`src/rtl/gb_cpu_common_pkg.sv`:
```
// Shared definitions for the GB CPU front end: fetch FSM encoding, fixed
// opcode constants and the hard-lock opcode classifier.
package gb_cpu_common_pkg;

  typedef enum logic [1:0] {
    FETCH    = 2'd0,
    FETCH_CB = 2'd1,
    HOLD     = 2'd2,
    LOCKED   = 2'd3
  } fetch_state_t;

  localparam logic [7:0]  CB_PREFIX_OPCODE = 8'hCB;
  localparam logic [15:0] RESET_PC         = 16'h0000;

  // Unassigned opcodes that hang the real CPU until reset.
  function automatic logic is_hard_lock(input logic [7:0] op);
    case (op)
      8'hD3, 8'hDB, 8'hDD, 8'hE3, 8'hE4, 8'hEB,
      8'hEC, 8'hED, 8'hF4, 8'hFC, 8'hFD: is_hard_lock = 1'b1;
      default:                           is_hard_lock = 1'b0;
    endcase
  endfunction

endpackage

```
`src/rtl/gb_cpu_fetch_buf.sv`:
```
// One-byte prefetch buffer used while the decoder holds an instruction.
module gb_cpu_fetch_buf (
  input  logic       clk,
  input  logic       reset,
  input  logic       clear,
  input  logic       write,
  input  logic [7:0] wdata,
  input  logic       consume,
  output logic       full,
  output logic [7:0] data
);

  // Buffer occupancy and contents; clear and consume win over write.
  always_ff @(posedge clk) begin
    if (reset) begin
      full <= 1'b0;
      data <= 8'h00;
    end else if (clear || consume) begin
      full <= 1'b0;
    end else if (write) begin
      full <= 1'b1;
      data <= wdata;
    end
  end

endmodule

```
`src/rtl/gb_cpu_fetch.sv`:
```
// GB CPU instruction fetch: byte reads, 0xCB prefix merging, hard-lock
// detection and a valid/ready instruction register toward the decoder.
// Optional feature macro: GB_FETCH_PREFETCH_EN (one-byte prefetch buffer).
//
// Handshakes: the memory read completes on any cycle where mem_req and
// mem_ack are both 1; the decoder takes the IR on any cycle where ir_valid
// and ir_ready are both 1, and the IR fields stay frozen until then.
module gb_cpu_fetch
  import gb_cpu_common_pkg::*;
(
  input  logic        clk,
  input  logic        reset,
  input  logic        redirect_valid,
  input  logic [15:0] redirect_pc,
  output logic        mem_req,
  output logic [15:0] mem_addr,
  input  logic        mem_ack,
  input  logic [7:0]  mem_rdata,
  output logic        ir_valid,
  input  logic        ir_ready,
  output logic [7:0]  opcode,
  output logic        cb_prefix,
  output logic [15:0] ir_pc,
  output logic [15:0] pc,
  output logic        locked
);

  fetch_state_t state;
  logic         ack_ok;
  logic         buf_full;
  logic [7:0]   buf_data;
  logic         proc_valid;
  logic [7:0]   proc_byte;
  logic [15:0]  proc_addr;

`ifdef GB_FETCH_PREFETCH_EN
  assign mem_req = (state == FETCH) || (state == FETCH_CB) ||
                   ((state == HOLD) && !buf_full);

  gb_cpu_fetch_buf u_buf (
    .clk     (clk),
    .reset   (reset),
    .clear   (redirect_valid && (state != LOCKED)),
    .write   ((state == HOLD) && !ir_ready && ack_ok && !redirect_valid),
    .wdata   (mem_rdata),
    .consume ((state == HOLD) && ir_ready),
    .full    (buf_full),
    .data    (buf_data)
  );
`else
  assign mem_req  = (state == FETCH) || (state == FETCH_CB);
  assign buf_full = 1'b0;
  assign buf_data = 8'h00;
`endif

  assign mem_addr = pc;
  assign ack_ok   = mem_req && mem_ack;
  assign ir_valid = (state == HOLD);
  assign locked   = (state == LOCKED);

  // Select the first-byte candidate: a fresh ack in FETCH, or on a HOLD
  // handshake the buffered byte (fetched at pc-1) or a same-cycle ack.
  always_comb begin
    proc_valid = 1'b0;
    proc_byte  = mem_rdata;
    proc_addr  = pc;
    if (state == FETCH) begin
      proc_valid = ack_ok;
    end else if ((state == HOLD) && ir_ready) begin
      if (buf_full) begin
        proc_valid = 1'b1;
        proc_byte  = buf_data;
        proc_addr  = pc - 16'd1;
      end else begin
        proc_valid = ack_ok;
      end
    end
  end

  // Fetch FSM, program counter and IR fields.
  always_ff @(posedge clk) begin
    if (reset) begin
      state     <= FETCH;
      pc        <= RESET_PC;
      opcode    <= 8'h00;
      cb_prefix <= 1'b0;
      ir_pc     <= RESET_PC;
    end else if (state != LOCKED) begin
      if (redirect_valid) begin
        pc    <= redirect_pc;
        state <= FETCH;
      end else begin
        if (ack_ok) pc <= pc + 16'd1;
        case (state)
          FETCH_CB: begin
            if (ack_ok) begin
              opcode    <= mem_rdata;
              cb_prefix <= 1'b1;
              state     <= HOLD;
            end
          end
          HOLD: begin
            if (ir_ready && !proc_valid) state <= FETCH;
          end
          default: ;
        endcase
        if (proc_valid) begin
          if (proc_byte == CB_PREFIX_OPCODE) begin
            ir_pc <= proc_addr;
            state <= FETCH_CB;
          end else if (is_hard_lock(proc_byte)) begin
            state <= LOCKED;
          end else begin
            opcode    <= proc_byte;
            cb_prefix <= 1'b0;
            ir_pc     <= proc_addr;
            state     <= HOLD;
          end
        end
      end
    end
  end

endmodule

```
`config.mk`:
```
export PLATFORM = sky130hd
export DESIGN_NAME = gb_cpu_fetch
export DESIGN_NICKNAME = d
export VERILOG_FILES = /design/src/rtl/gb_cpu_common_pkg.sv /design/src/rtl/gb_cpu_fetch_buf.sv /design/src/rtl/gb_cpu_fetch.sv
export SDC_FILE = /design/constraint.sdc
export NUM_CORES = 1
export LEC_CHECK = 0
export BUFFER_PORTS_ARGS = -buffer_cell sky130_fd_sc_hd__buf_2
export CORE_MARGIN = 8
export CORE_UTILIZATION = 53
export CTS_CLUSTER_DIAMETER = 120
export DETAILED_ROUTE_END_ITERATION = 8
export HOLD_SLACK_MARGIN = 0.15
export MAX_ROUTING_LAYER = met4
export PLACE_DENSITY = 0.9
export RECOVER_POWER = 100
export SYNTH_ARGS = -nofsm -noshare
export SYNTH_HDL_FRONTEND = slang
export SYNTH_SLANG_ARGS = --single-unit
```
`constraint.sdc`:
```
create_clock -name clk -period 2.84 [get_ports clk]
set_input_delay 0.142 -clock clk [delete_from_list [all_inputs] [get_ports clk]]
set_output_delay 0.142 -clock clk [all_outputs]
set_load 0.01 [all_outputs]
```
==> flow_metrics.py <==
metrics = {
    "synthesis": {
        "synth-async-reset-ratio": 0,
        "synthCells": 270,
        "synth_edf_count": 0,
        "synth-seq-cells": 43,
        "ys_seq_area_frac": 0.372,
        "yosysTopAreaCell": "dfxtp_1",
        "synth_area_leaders": "dfxtp_1 37%, mux2i_1 12%, buf_4 5.5%",
        "synth_top_area_share": 0.372,
        "netlist_area_sq_um": 2310,
        "synthDistinctLibCells": 46,
        "yosys_warnings": 0,
        "synthesis.nets": 300,
        "synth_area_per_cell_sq_um": 8.56,
        "synthFlopType": "dfxtp_1",
    },
    "timing": {
        "fin_worst_skew_ns": 0.0101,
        "setup_tns_ns": 0,
        "worstMarginPinSlew_ns": 0.968,
        "timing.final.crit_share": 0.823,
        "setup_viol": 0,
        "drv_slew": 0,
        "final_hold_viol_count": 0,
        "max_slew_margin": 0.355,
        "timing.fmax_mhz": 428,
        "min_period_ns": 2.34,
        "rsz0062_at_grt": "no",
        "timing.hold.ws_ns": 0.157,
    },
    "critical_path": {
        "worst-endpoint-required_ns": 3.01,
        "critPathCaptureType": "register",
        "rrSetupSlack_ns": 0.73,
        "worst-path-max-fanout": 24,
        "ff2ff_path_depth": 6,
        "arrival_ns": 2.51,
        "start_kind": "primary input",
        "crit_type": "in2reg",
    },
    "place": {
        "dp_hpwl_mm": 4.34,
        "io_buffers": 88,
        "gp_congestion": 0.868,
        "place_inst": 378,
    },
    "grt": {
        "grt_pass1_vias": 2231,
        "grt_max_degree": 52,
        "grt_pass1_wl_mm": 9.94,
        "grt.total_usage": 0.194,
        "globalRouteOverflowTotal": 0,
        "antenna_found_initial": 0,
    },
    "cells_and_area": {
        "layout_common_cells": "63 x clkbuf_1, 43 x dfxtp_1, 30 x nor2_1",
        "layout-area-overhead-vs-synth_pct": 17.4,
        "fin_nets": 373,
        "final_common_cell": "clkbuf_1",
        "stdcell_count": 395,
        "diodes": 0,
        "fin_util": 0.637,
        "drive_above_1_share": 0.105,
    },
    "floorplanning": {
        "die_w_um": 82.1,
        "ios": 89,
        "coreArea_sq_um": 4260,
        "die-area_sq_um": 6730,
        "rows": 24,
        "start_util": 0.542,
        "die_height_um": 82.1,
    },
    "clock_network": {
        "numCtsBuffers": 5,
        "post_cts_resized": 0,
        "clk_latency_ns": 0.30,
        "root_buffer": "clkbuf_8",
        "cts_max_level": 2,
        "post_cts_buffers": 0,
        "clkSinkCount": 43,
        "cts_hold_buf": 10,
        "tritoncts": "yes",
        "cts_max_path_buffers": 2,
        "path_clk_slew_ns": 0.08,
    },
    "drt": {
        "wire_per_inst_um": 15.6,
        "routed_via_density": 5.49,
        "wirelength_mm": 6.16,
        "drc": 0,
        "drt_iter0_markers": 107,
        "first_pass_iters": 4,
        "vias": 2168,
        "antenna_left": 0,
    },
    "outcome": {
        "status": "complete, no violations",
    },
    "run": {
        "cap_violations": 0,
    },
    "power": {
        "total_power_mw": 1.30,
        "p_leak_nw": 1.12,
        "ir_drop_v": 0.000382,
        "power_density_nw_per_um2": 480,
    },
    "min_path": {
        "hp-class": "in2reg",
        "hold_path_depth": 3,
    },
}
## through the flow
step / worst slack (ns) / cell area [sq um]
global route: 0.316 / 2720
floorplan: 1.22 / 2310
finish: 0.503 / 2720
CTS: 0.649 / 2800
detailed placement: 0.796 / 2620
global placement: 0.903 / 2620
## final cells by class
type	instances	area, sq um
sequential	43	861
tap	52	65.1
multi-input combinational	188	1210
clock inverter	1	5.00
inverter	6	22.5
fill	402	1550
timing repair buffer	99	467
clock buffer	6	82.6
## kinds of logic (layout without fill, tap and decap cells)
family	after synthesis	after routing	share of synthesized area
compound gates	58	58	0.177
flops	43	43	0.372
mux	27	27	0.117
fa+ha+maj	1	1	0.00541
buf+inv	39	112	0.101
simple gates	102	102	0.227
## path summary, 6_finish.rpt
| check | to | from |
|---|---|---|
| hold / removal | opcode[5] | mem_rdata[5] |
| setup reg to reg | mem_addr[6] | state[0] |
| hold reg to reg | opcode[1] | opcode[1] |
| setup / recovery | mem_addr[6] | redirect_valid |
## synth_stat cells (all sizes together), types with 3 or more instances
master   n
a22oi    4
o21ai   12
a21oi   14
nor4     3
nand4    3
o31ai    3
a31oi    3
a311oi   3
and3     6
mux2i   27
dfxtp   43
nand2b  18
nand2   21
nand3   10
inv      5
a211oi   7
o22ai    3
clkbuf  13
buf     20
nor2    31
## flip-flops by register name, indices dropped and copies added (netlist names)
name       count
ir_pc         16
opcode         8
cb_prefix      1
mem_addr      16
state          2
## critical path: stages
cell and delay (ns):
clkbuf_1 0.70, nor2_1 0.13, o21ai_1 0.73, clkbuf_1 0.42, o21ai_0 0.16, a22oi_1 0.17
nor2_1 0.05
## report_power, final
| part | internal [mW] | switching [mW] | total, mW |
|---|---|---|---|
| clock network | 0.191 | 0.213 | 0.404 |
| registers | 0.633 | 0.0379 | 0.671 |
| logic | 0.0958 | 0.131 | 0.227 |
| total | 0.920 | 0.382 | 1.30 |
## metal layers
layer,up-vias,share of wire,global-route usage,routed length [um]
met5,-,0,-,0
met1,996,0.43,0.220,2680
met2,70,0.48,0.313,2930
li1,1088,-,-,-
met3,14,0.064,0.0470,395
met4,0,0.025,0.0912,156
No activity file was read; power rests on OpenSTA's default activity.
